==> config.mk <==
export PLATFORM = sky130hd
export DESIGN_NAME = parallel_printer_out
export DESIGN_NICKNAME = d
export VERILOG_FILES = /design/src/rtl/parallel_printer_out.sv
export SDC_FILE = /design/constraint.sdc
export NUM_CORES = 1
export LEC_CHECK = 0
export ABC_AREA = 1
export ABC_CLOCK_PERIOD_IN_PS = 2600
export BUFFER_PORTS_ARGS = -buffer_cell sky130_fd_sc_hd__buf_2
export CORE_ASPECT_RATIO = 0.5
export CORE_MARGIN = 2
export CORE_UTILIZATION = 30
export CTS_CLUSTER_SIZE = 40
export DETAILED_ROUTE_END_ITERATION = 7
export SLEW_MARGIN = 25
export SYNTH_ARGS = -nofsm -noshare
export SYNTH_HDL_FRONTEND = slang
export SYNTH_SLANG_ARGS = --single-unit
==> constraint.sdc <==
create_clock -name clk32 -period 2.6 [get_ports clk32]
set_input_delay 0.65 -clock clk32 [delete_from_list [all_inputs] [get_ports clk32]]
set_output_delay 0.65 -clock clk32 [all_outputs]
set_load 0.02 [all_outputs]
==> src/rtl/parallel_printer_out.sv <==
// Centronics-style printer output engine: a byte FIFO feeding a strobe/busy
// handshake FSM that drives the parallel-port data and strobe pads.
module parallel_printer_out #(
  parameter int DEPTH_LOG2   = 4,
  parameter int SETUP_CYC    = 32,
  parameter int STROBE_CYC   = 32,
  parameter int HOLD_CYC     = 32,
  parameter int TIMEOUT_LOG2 = 25
) (
  input  logic                clk32,
  input  logic                por,
  input  logic                en,
  input  logic                wr,
  input  logic [7:0]          wdata,
  input  logic                busy_pin,
  output logic [7:0]          pp_data_out,
  output logic                pp_data_oe,
  output logic                pp_strobe_out,
  output logic                pp_strobe_oe,
  output logic [DEPTH_LOG2:0] fifo_level,
  output logic                fifo_full,
  output logic                idle,
  output logic                overflow,
  output logic                timeout,
  input  logic                err_clr
);

  localparam int DEPTH = 1 << DEPTH_LOG2;
  localparam int LVL_W = DEPTH_LOG2 + 1;
  localparam int CNT_W = 16;

  localparam logic [LVL_W-1:0] LEVEL_FULL  = LVL_W'(DEPTH);
  localparam logic [CNT_W-1:0] SETUP_LOAD  = CNT_W'(SETUP_CYC - 1);
  localparam logic [CNT_W-1:0] STROBE_LOAD = CNT_W'(STROBE_CYC - 1);
  localparam logic [CNT_W-1:0] HOLD_LOAD   = CNT_W'(HOLD_CYC - 1);

  typedef enum logic [2:0] {
    S_IDLE,
    S_SETUP,
    S_STROBE,
    S_HOLD,
    S_WAIT
  } state_t;

  state_t                  state, state_nx;
  logic [CNT_W-1:0]        cnt, cnt_nx;
  logic [TIMEOUT_LOG2-1:0] tcnt, tcnt_nx;
  logic                    strobe_nx;
  logic [7:0]              data_nx;
  logic                    pop, push, drop, timeout_set;
  logic                    busy_meta, busy_s;
  logic [7:0]              mem [DEPTH];
  logic [DEPTH_LOG2-1:0]   wptr, rptr;
  logic [LVL_W-1:0]        level_nx;

  // BUSY is asynchronous to clk32, so it is double-registered before use.
  always_ff @(posedge clk32) begin
    if (por) begin
      busy_meta <= 1'b0;
      busy_s    <= 1'b0;
    end else begin
      busy_meta <= busy_pin;
      busy_s    <= busy_meta;
    end
  end

  // A full FIFO still accepts a write when the same edge pops the head.
  assign push = wr && (!fifo_full || pop);
  assign drop = wr && fifo_full && !pop;

  always_comb begin
    level_nx = fifo_level;
    if (push && !pop)
      level_nx = fifo_level + LVL_W'(1);
    else if (pop && !push)
      level_nx = fifo_level - LVL_W'(1);
  end

  always_ff @(posedge clk32) begin
    if (por) begin
      wptr       <= '0;
      rptr       <= '0;
      fifo_level <= '0;
      fifo_full  <= 1'b0;
    end else begin
      if (push)
        wptr <= wptr + DEPTH_LOG2'(1);
      if (pop)
        rptr <= rptr + DEPTH_LOG2'(1);
      fifo_level <= level_nx;
      fifo_full  <= (level_nx == LEVEL_FULL);
    end
  end

  always_ff @(posedge clk32) begin
    if (push && !por)
      mem[wptr] <= wdata;
  end

  always_comb begin
    state_nx    = state;
    cnt_nx      = cnt;
    tcnt_nx     = tcnt;
    strobe_nx   = pp_strobe_out;
    data_nx     = pp_data_out;
    pop         = 1'b0;
    timeout_set = 1'b0;
    case (state)
      S_IDLE: begin
        if (en && (fifo_level != '0) && !busy_s) begin
          pop      = 1'b1;
          data_nx  = mem[rptr];
          cnt_nx   = SETUP_LOAD;
          state_nx = S_SETUP;
        end
      end
      S_SETUP: begin
        if (cnt == '0) begin
          strobe_nx = 1'b0;
          cnt_nx    = STROBE_LOAD;
          state_nx  = S_STROBE;
        end else begin
          cnt_nx = cnt - CNT_W'(1);
        end
      end
      S_STROBE: begin
        if (cnt == '0) begin
          strobe_nx = 1'b1;
          cnt_nx    = HOLD_LOAD;
          state_nx  = S_HOLD;
        end else begin
          cnt_nx = cnt - CNT_W'(1);
        end
      end
      S_HOLD: begin
        if (cnt == '0) begin
          tcnt_nx  = '0;
          state_nx = S_WAIT;
        end else begin
          cnt_nx = cnt - CNT_W'(1);
        end
      end
      S_WAIT: begin
        // A printer stuck busy is abandoned; the byte is treated as sent.
        if (!busy_s) begin
          state_nx = S_IDLE;
        end else if (&tcnt) begin
          timeout_set = 1'b1;
          state_nx    = S_IDLE;
        end else begin
          tcnt_nx = tcnt + TIMEOUT_LOG2'(1);
        end
      end
      default: state_nx = S_IDLE;
    endcase
  end

  always_ff @(posedge clk32) begin
    if (por) begin
      state         <= S_IDLE;
      cnt           <= '0;
      tcnt          <= '0;
      pp_strobe_out <= 1'b1;
      pp_data_out   <= 8'h00;
      pp_data_oe    <= 1'b0;
      pp_strobe_oe  <= 1'b0;
      idle          <= 1'b1;
    end else begin
      state         <= state_nx;
      cnt           <= cnt_nx;
      tcnt          <= tcnt_nx;
      pp_strobe_out <= strobe_nx;
      pp_data_out   <= data_nx;
      pp_data_oe    <= en;
      pp_strobe_oe  <= en;
      idle          <= (level_nx == '0) && (state_nx == S_IDLE);
    end
  end

  // Sticky error flags; a set event on the same edge beats err_clr.
  always_ff @(posedge clk32) begin
    if (por) begin
      overflow <= 1'b0;
      timeout  <= 1'b0;
    end else begin
      if (drop)
        overflow <= 1'b1;
      else if (err_clr)
        overflow <= 1'b0;
      if (timeout_set)
        timeout <= 1'b1;
      else if (err_clr)
        timeout <= 1'b0;
    end
  end

endmodule
==> results of run 1 <==
## cell families after synthesis
kind of cell,after synthesis,share of synthesized area (%)
AOI/OAI and AO/OA,179,11.4
buffers and inverters,119,5.54
and+or+nand+nor,436,22.1
DFF,201,58.4
xor gates and xnor gates,12,1.16
adders and majority gates,10,1.38
## power by group through the flow
stage / logic (mW) / clock network (mW) / registers [mW]
finish: 2.44 / 2.95 / 3.78
global route: 2.71 / 3.17 / 3.80
CTS: 2.45 / 3.03 / 3.78
detailed placement: 2.44 / 0 / 3.85
global placement: 2.41 / 0 / 3.84
floorplan: 1.74 / 0 / 3.85
## worst register-to-register path, delay by kind of cell, from the launching register on
family                 cells  cell delay, ps
AOI/OAI and AO/OA          4             910
and+or+nand+nor            1             100
buffers and inverters      3             430
DFF                        1             590
## cells in the final DEF (no fill, tap or decap), types with 3 or more instances in the layout
| cell | instances |
|---|---|
| inv_2 | 5 |
| xor2_1 | 12 |
| nor3_1 | 16 |
| o21ai_1 | 3 |
| a31oi_1 | 5 |
| o211ai_1 | 40 |
| nand3_1 | 59 |
| dfxtp_1 | 71 |
| clkinv_1 | 7 |
| nand2_2 | 10 |
| nor2_2 | 9 |
| buf_2 | 33 |
| clkinv_2 | 5 |
| nor2_4 | 8 |
| inv_4 | 3 |
| nand4_1 | 10 |
| o21ai_0 | 92 |
| clkbuf_1 | 4 |
| nor4_1 | 3 |
| a21oi_1 | 32 |
| nor2_1 | 187 |
| edfxtp_1 | 128 |
| inv_1 | 69 |
| nand2_4 | 8 |
| ha_1 | 10 |
| nand2_1 | 113 |
| clkbuf_16 | 21 |
| buf_4 | 30 |
## metal layers
metal | wire length, µm | GRT usage, % | vias to the layer above
met1 | 9580 | 16.8 | 3237
met4 | 663 | 4.72 | 0
met2 | 10300 | 23.5 | 143
li1 | - | - | 3356
met5 | 0 | 0 | -
met3 | 894 | 2.16 | 39
## layout make-up
| cell class | count | area [µm²] |
|---|---|---|
| Timing Repair Buffer | 63 | 390 |
| Sequential cell | 201 | 5310 |
| Clock inverter | 12 | 115 |
| Tap cell | 391 | 489 |
| Multi-Input combinational cell | 637 | 3280 |
| Inverter | 81 | 313 |
| Fill cell | 2993 | 19000 |
| Clock buffer | 26 | 554 |
## flip-flops by register name, summed over array words and instances (netlist names), 3 cells and up
signal       flops
state            3
rptr             4
wptr             4
pp_data_out      8
tcnt            25
cnt             16
fifo_level       5
mem            128
## stage by stage
stage	instance area (µm²)	utilization [%]	instances
global route	10400	35.5	1411
global placement	9780	33.3	1373
finish	10400	35.5	1411
detailed placement	9780	33.3	1373
floorplan	9080	-	957
CTS	10400	35.5	1411
## path summary, 6_finish.rpt
kind | startpoint | end | cells after the start
worst max-delay path | rptr[0] | pp_data_out[7] | 8
worst max register to register | rptr[0] | pp_data_out[7] | 8
worst min-delay path | busy_pin | busy_meta | 3
worst min register to register | busy_meta | busy_s | 2
==> qor.csv, run 1 <==
stage,metric,value,unit
status,outcome,"complete, no violations",
clock_network,post-CTS setup buffer count,0,
clock_network,Root Buffer,clkbuf_16,
global_routing,GRT overflow,0,
drt,Remaining DRCs,0,
power_and_ir_drop,overall power,9.17,mW
drt,Post-Route WL,21.5,mm
logic_synthesis,Ys Warns,0,
logic_synthesis,Yosys cell types,43,
sta,setup violators final,0,
die,die span in x,250,µm
die,Initial Util,30.9,%
sta,setup_tns,0,ps
drt,routed length per instance,15.2,µm
logic_synthesis,dominant cell type by area after synthesis,edfxtp_1,
global_routing,number of global-route vias before repair,6449,
worst_setup_path,crit-path max cell delay,590,ps
worst_setup_path,crit-path leading delay family,compound AO/OA/AOI/OAI gates,
run,maxcap violations,0,
power_and_ir_drop,Seq pwr share,41.2,%
worst_setup_path,Crit. End Element,flip-flop,
placement,HPWL after detailed placement,14.8,mm
worst_setup_path,CP max FO,33,
worst_setup_path,CP required,3000,ps
die,Core Box Area,29400,µm²
power_and_ir_drop,P_sw,3.09,mW
drt,drt first-iter violations,372,
die,DIE HEIGHT,127,µm
die,std cell rows,44,
power_and_ir_drop,Max IR drop VDD,0.411,mV
min_path,hold crit path type,in -> reg,
clock_network,clock transition at the registers of the reported paths,60,ps
worst_setup_path,"critical path, cell by cell",inv_1 > buf_4 > o21ai_0 > o21ai_0 > o211ai_1 > nand3_1 > o211ai_1 > inv_1,
logic_synthesis,Most used DFF post-synth,edfxtp_1,
worst_setup_path,CP Buf/Inv Count,3,
logic_synthesis,"FF+latch count, synth",201,
logic_synthesis,fraction of registers with async set/reset,0,%
sta,Final period util,81.7,%
logic_synthesis,"count leader, synth",nor2_1,
logic_synthesis,syn_nets,981,
clock_network,Worst-Skew Late Latency,510,ps
worst_setup_path,Reg2Reg Setup Slack,480,ps
drt,Final ANT Viol Nets,0,
sta,Least-Margin Pin Slew,480,ps
cells_and_area,Antenna Cells,0,
sta,Slew HR,67.7,%
cells_and_area,share of layout cells above drive strength 1,14.6,%
logic_synthesis,register area share after synthesis,58.4,%
power_and_ir_drop,sw frac,33.7,%
sta,Fin. Hold Viols,0,
sta,max-slew violation count,0,
cells_and_area,Layout area overhead,15.0,%
sta,clk_skew,22.8,ps
sta,hold slack,370,ps
worst_setup_path,crit start category,flip-flop,
clock_network,H-tree levels,1,
logic_synthesis,Synth Area per Inst,9.49,µm²
logic_synthesis,Mapped Area,9080,µm²
sta,worst setup margin,475,ps
power_and_ir_drop,Clock Power Share,32.2,%
clock_network,Hold Buf Count CTS,0,
power_and_ir_drop,Leakage,3.82,nW
sta,Fmax achieved,471,MHz
global_routing,GRT Overall Usage,13.4,%
logic_synthesis,Post-synth EDFFs,128,
clock_network,clk sinks,201,
global_routing,antenna violations before repair,0,
sta,RSZ-0062 raised after global routing,no,
logic_synthesis,top cell type's share of synthesized area,42.3,%
cells_and_area,nets@finish,1029,
global_routing,largest net degree at the start of global routing,34,
logic_synthesis,top post-synthesis cells by area,"edfxtp_1 (42%), dfxtp_1 (16%), nor2_1 (7.7%)",
placement,PortBufs,33,
clock_network,CTS tree,yes,
clock_network,CTS Buf Count,21,
power_and_ir_drop,Pint,6.07,mW
placement,DP Worst Slack,385,ps
sta,Final Critical Period,2120,ps
clock_network,deepest clock path buffer count,3,
die,IO Pins,34,
worst_setup_path,Slowest cell on crit path,dfxtp_2,
drt,DRT Pass-1 Iters,5,
placement,GPL Wtd Cong,0.857,
die,Die Footprint,31800,µm²
power_and_ir_drop,PwrDens,878,nW/µm²
global_routing,first-pass GRT wire length,33.9,mm
drt,via/cell ratio,4.80,
worst_setup_path,"Data arrival, critical path",2520,ps
clock_network,post-CTS resize count,0,
drt,detailed-route via count,6775,
power_and_ir_drop,Comb pwr share,26.6,%
logic_synthesis,Post-synth top cells,"nor2_1 (187), edfxtp_1 (128), nand2_1 (113)",
worst_setup_path,Crit Path Category,reg -> reg,
logic_synthesis,Syn Inst Count,957,
Power figures use the tool's default switching activity.
==> run 2, diff against run 1 <==
--- a/config.mk
+++ b/config.mk
@@ -5,8 +5,8 @@
 export SDC_FILE = /design/constraint.sdc
 export NUM_CORES = 1
 export LEC_CHECK = 0
-export ABC_AREA = 1
-export ABC_CLOCK_PERIOD_IN_PS = 2600
+export ABC_AREA = 0
+export ABC_CLOCK_PERIOD_IN_PS = 2000
 export BUFFER_PORTS_ARGS = -buffer_cell sky130_fd_sc_hd__buf_2
 export CORE_ASPECT_RATIO = 0.5
 export CORE_MARGIN = 2
==> constraint.sdc (replaced) <==
create_clock -name clk32 -period 2 [get_ports clk32]
set_input_delay 0.5 -clock clk32 [delete_from_list [all_inputs] [get_ports clk32]]
set_output_delay 0.5 -clock clk32 [all_outputs]
set_load 0.02 [all_outputs]
==> qor.csv, run 2 <==
stage,metric,value,unit,change
die,Die Footprint,29300,µm²,-7.8%
global_routing,first-pass GRT wire length,28.2,mm,-17%
logic_synthesis,Ys Warns,0,,unchanged
worst_setup_path,Critical Path End,mem[1][6],,
status,failing checks,negative setup slack,,
worst_setup_path,Setup crit start,fifo_level[1],,
sta,Least-Margin Pin Slew,584,ps,+104 ps
worst_setup_path,crit-path max cell delay,530,ps,-60 ps
logic_synthesis,Syn Inst Count,607,,-37%
sta,Final Critical Period,2220,ps,+92.7 ps
drt,Post-Route WL,18.3,mm,-15%
die,IO Pins,34,,unchanged
worst_setup_path,Slowest cell on crit path,or4b_4,,
sta,Final period util,111,%,+29 points
clock_network,clock transition at the registers of the reported paths,60,ps,about the same
cells_and_area,Layout Cells excl Fill,1115,,-21%
cells_and_area,Antenna Cells,0,,unchanged
sta,RSZ-0062 raised after global routing,yes,,
drt,detailed-route via count,5224,,-23%
clock_network,CTS tree,yes,,
sta,Fmax achieved,451,MHz,-4.2%
worst_setup_path,Reg2Reg Setup Slack,-220,ps,-690 ps
worst_setup_path,Crit. End Element,flip-flop,,
worst_setup_path,CP Buf/Inv Count,2,,-1
drt,drt first-iter violations,475,,+28%
clock_network,deepest clock path buffer count,3,,unchanged
drt,DRT Pass-1 Iters,4,,-1
placement,placed insts,1061,,-23%
sta,hold slack,232,ps,-138 ps
sta,Slew HR,61.0,%,-6.7 points
worst_setup_path,crit start category,flip-flop,,
die,std cell rows,43,,-2.3%
drt,Remaining DRCs,0,,unchanged
power_and_ir_drop,Max IR drop VDD,0.594,mV,+45%
worst_setup_path,reg2reg end,mem[1][6],,
sta,worst setup margin,-217,ps,-693 ps
cells_and_area,most frequent cells in the layout,"edfxtp_1 (128), buf_4 (71), nor2_1 (58)",,
placement,GPL Wtd Cong,0.789,,-7.9%
placement,DP Area,9670,µm²,-1.1%
logic_synthesis,Synth Area per Inst,13.8,µm²,+45%
logic_synthesis,top post-synthesis cells by area,"edfxtp_1 (46%), dfxtp_1 (17%), mux4_2 (11%)",,
cells_and_area,max reg flops,128,,unchanged
drt,routed length per instance,16.4,µm,+7.7%
sta,setup_tns,-23470,ps,-23470 ps
clock_network,H-tree levels,1,,unchanged
cells_and_area,final instance area,10800,µm²,+3.0%
cells_and_area,nets@finish,746,,-28%
worst_setup_path,"Data arrival, critical path",2390,ps,-130 ps
placement,PortBufs,33,,unchanged
logic_synthesis,Post-synth top cells,"edfxtp_1 (128), nor2_1 (78), dfxtp_1 (73)",,
run,maxcap violations,0,,unchanged
die,die span in x,240,µm,-4.0%
logic_synthesis,syn_nets,631,,-36%
cells_and_area,final core occ,39.0,%,+3.5 points
min_path,min-delay src,busy_pin,,
drt,Final ANT Viol Nets,0,,unchanged
global_routing,largest net degree at the start of global routing,36,,+5.9%
global_routing,GRT Overall Usage,12.3,%,-1.0 points
power_and_ir_drop,Leakage,3.62,nW,-5.1%
clock_network,Root Buffer,clkbuf_16,,
worst_setup_path,cells on worst reg2reg path,8,,unchanged
global_routing,number of global-route vias before repair,5135,,-20%
cells_and_area,share of layout cells above drive strength 1,37.4,%,+23 points
worst_setup_path,"critical path, cell by cell",inv_4 > ha_4 > nor4b_4 > or4b_4 > a21boi_4 > buf_12 > nand2_8 > nor2_4,,
logic_synthesis,"count leader, synth",edfxtp_1,,
logic_synthesis,register area share after synthesis,63.4,%,+5.1 points
logic_synthesis,"FF+latch count, synth",201,,unchanged
logic_synthesis,top cell type's share of synthesized area,46.0,%,+3.7 points
worst_setup_path,crit-path leading delay family,simple AND/OR/NAND/NOR gates,,
clock_network,CTS Buf Count,20,,-4.8%
sta,setup violators final,138,,+138
die,Core Box Area,27500,µm²,-6.3%
cells_and_area,biggest regs,"mem (128), tcnt (25), cnt (16)",,
logic_synthesis,Mapped Area,8360,µm²,-8.0%
die,Initial Util,30.4,%,-0.55 points
power_and_ir_drop,PwrDens,1210,nW/µm²,+38%
clock_network,Hold Buf Count CTS,0,,unchanged
placement,HPWL after detailed placement,12.2,mm,-17%
worst_setup_path,CP max FO,8,,-76%
sta,clk_skew,22.7,ps,-0.0354 ps
global_routing,antenna violations before repair,0,,unchanged
logic_synthesis,Yosys cell types,58,,+35%
worst_setup_path,CP required,2170,ps,-830 ps
cells_and_area,Layout area overhead,28.6,%,
logic_synthesis,dominant cell type by area after synthesis,edfxtp_1,,
global_routing,GRT overflow,0,,unchanged
status,outcome,"complete, but fails checks",,
worst_setup_path,worst r2r src,fifo_level[1],,
worst_setup_path,Crit Path Category,reg -> reg,,
logic_synthesis,Most used DFF post-synth,edfxtp_1,,
logic_synthesis,fraction of registers with async set/reset,0,%,unchanged
sta,max-slew violation count,0,,unchanged
clock_network,Worst-Skew Late Latency,500,ps,about the same
clock_network,clk sinks,201,,unchanged
min_path,hold crit path type,in -> reg,,
logic_synthesis,Post-synth EDFFs,128,,unchanged
power_and_ir_drop,overall power,13.0,mW,+42%
worst_setup_path,Levels on crit path,8,,unchanged
sta,Fin. Hold Viols,0,,unchanged
placement,DP Worst Slack,-390,ps,-775 ps
cells_and_area,"Most flops, register",mem,,
drt,via/cell ratio,4.69,,-2.4%
cells_and_area,"commonest non-fill, non-tap cell in the layout",edfxtp_1,,
die,DIE HEIGHT,122,µm,-3.9%
-- run 2: cell count changes after synthesis, sizes merged, moves of 12 or more --
cell    before  now
a21oi       35   23
inv         77   10
mux4         0   40
nand2      131   37
nand3       61   12
nor2       204   78
o211ai      40    4
o21ai       95   17
xor2        12   35
-- run 2: layout make-up --
type	count	area [µm²]
inverters	10	42.5
multi-input cells	366	3290
clock buffers	25	519
well taps	382	478
repair buffers	123	1010
fillers	2574	16800
clock inverters	8	90.1
flip-flops and latches	201	5330
-- run 2: power by group --
group	total, mW	internal (mW)	switching [mW]
combinational	4.49	2.29	2.20
clock	3.55	1.99	1.56
sequential	4.95	4.72	0.231
-- run 2: how the worst min path moves through the flow --
stage	endpoint	slack (ps)	cells past startpoint
2_1_floorplan	busy_s	410	1
3_3_place_gp	busy_s	440	1
3_5_place_dp	busy_s	440	1
4_1_cts	busy_meta	210	2
5_1_grt	busy_meta	240	2
6_report	busy_meta	230	2
-- run 2: cell families (layout without fill, tap and decap cells) --
group	Yosys count	count (layout)	synth area share (%)
and+or+nand+nor	206	206	12.5
DFF	201	201	63.4
AOI/OAI and AO/OA	67	67	5.21
muxes	43	43	11.1
xor gates and xnor gates	40	40	4.19
buffers and inverters	40	166	2.06
adders and majority gates	10	10	1.50
-- run 2: repair_timing --
action,4_1_cts,5_1_grt
hold endpoints to repair,0,0
buffers inserted,5,14
setup endpoints to repair,145,171
cloned,0,2
pin swaps,7,27
resized for setup,10,53
-- run 2: worst reg2reg max path, cell delays in order (launching register included) --
cell and delay [ps]:
dfxtp_4 360, inv_4 40, ha_4 140, nor4b_4 120, or4b_4 530, a21boi_4 180, buf_12 170, nand2_8 100
nor2_4 250
-- run 2: layer usage --
| layer | routed length, µm | track usage, % |
|---|---|---|
| met2 | 8850 | 20.2 |
| met5 | 0 | 0 |
| met1 | 8270 | 17.1 |
| met4 | 357 | 2.95 |
| met3 | 792 | 2.18 |
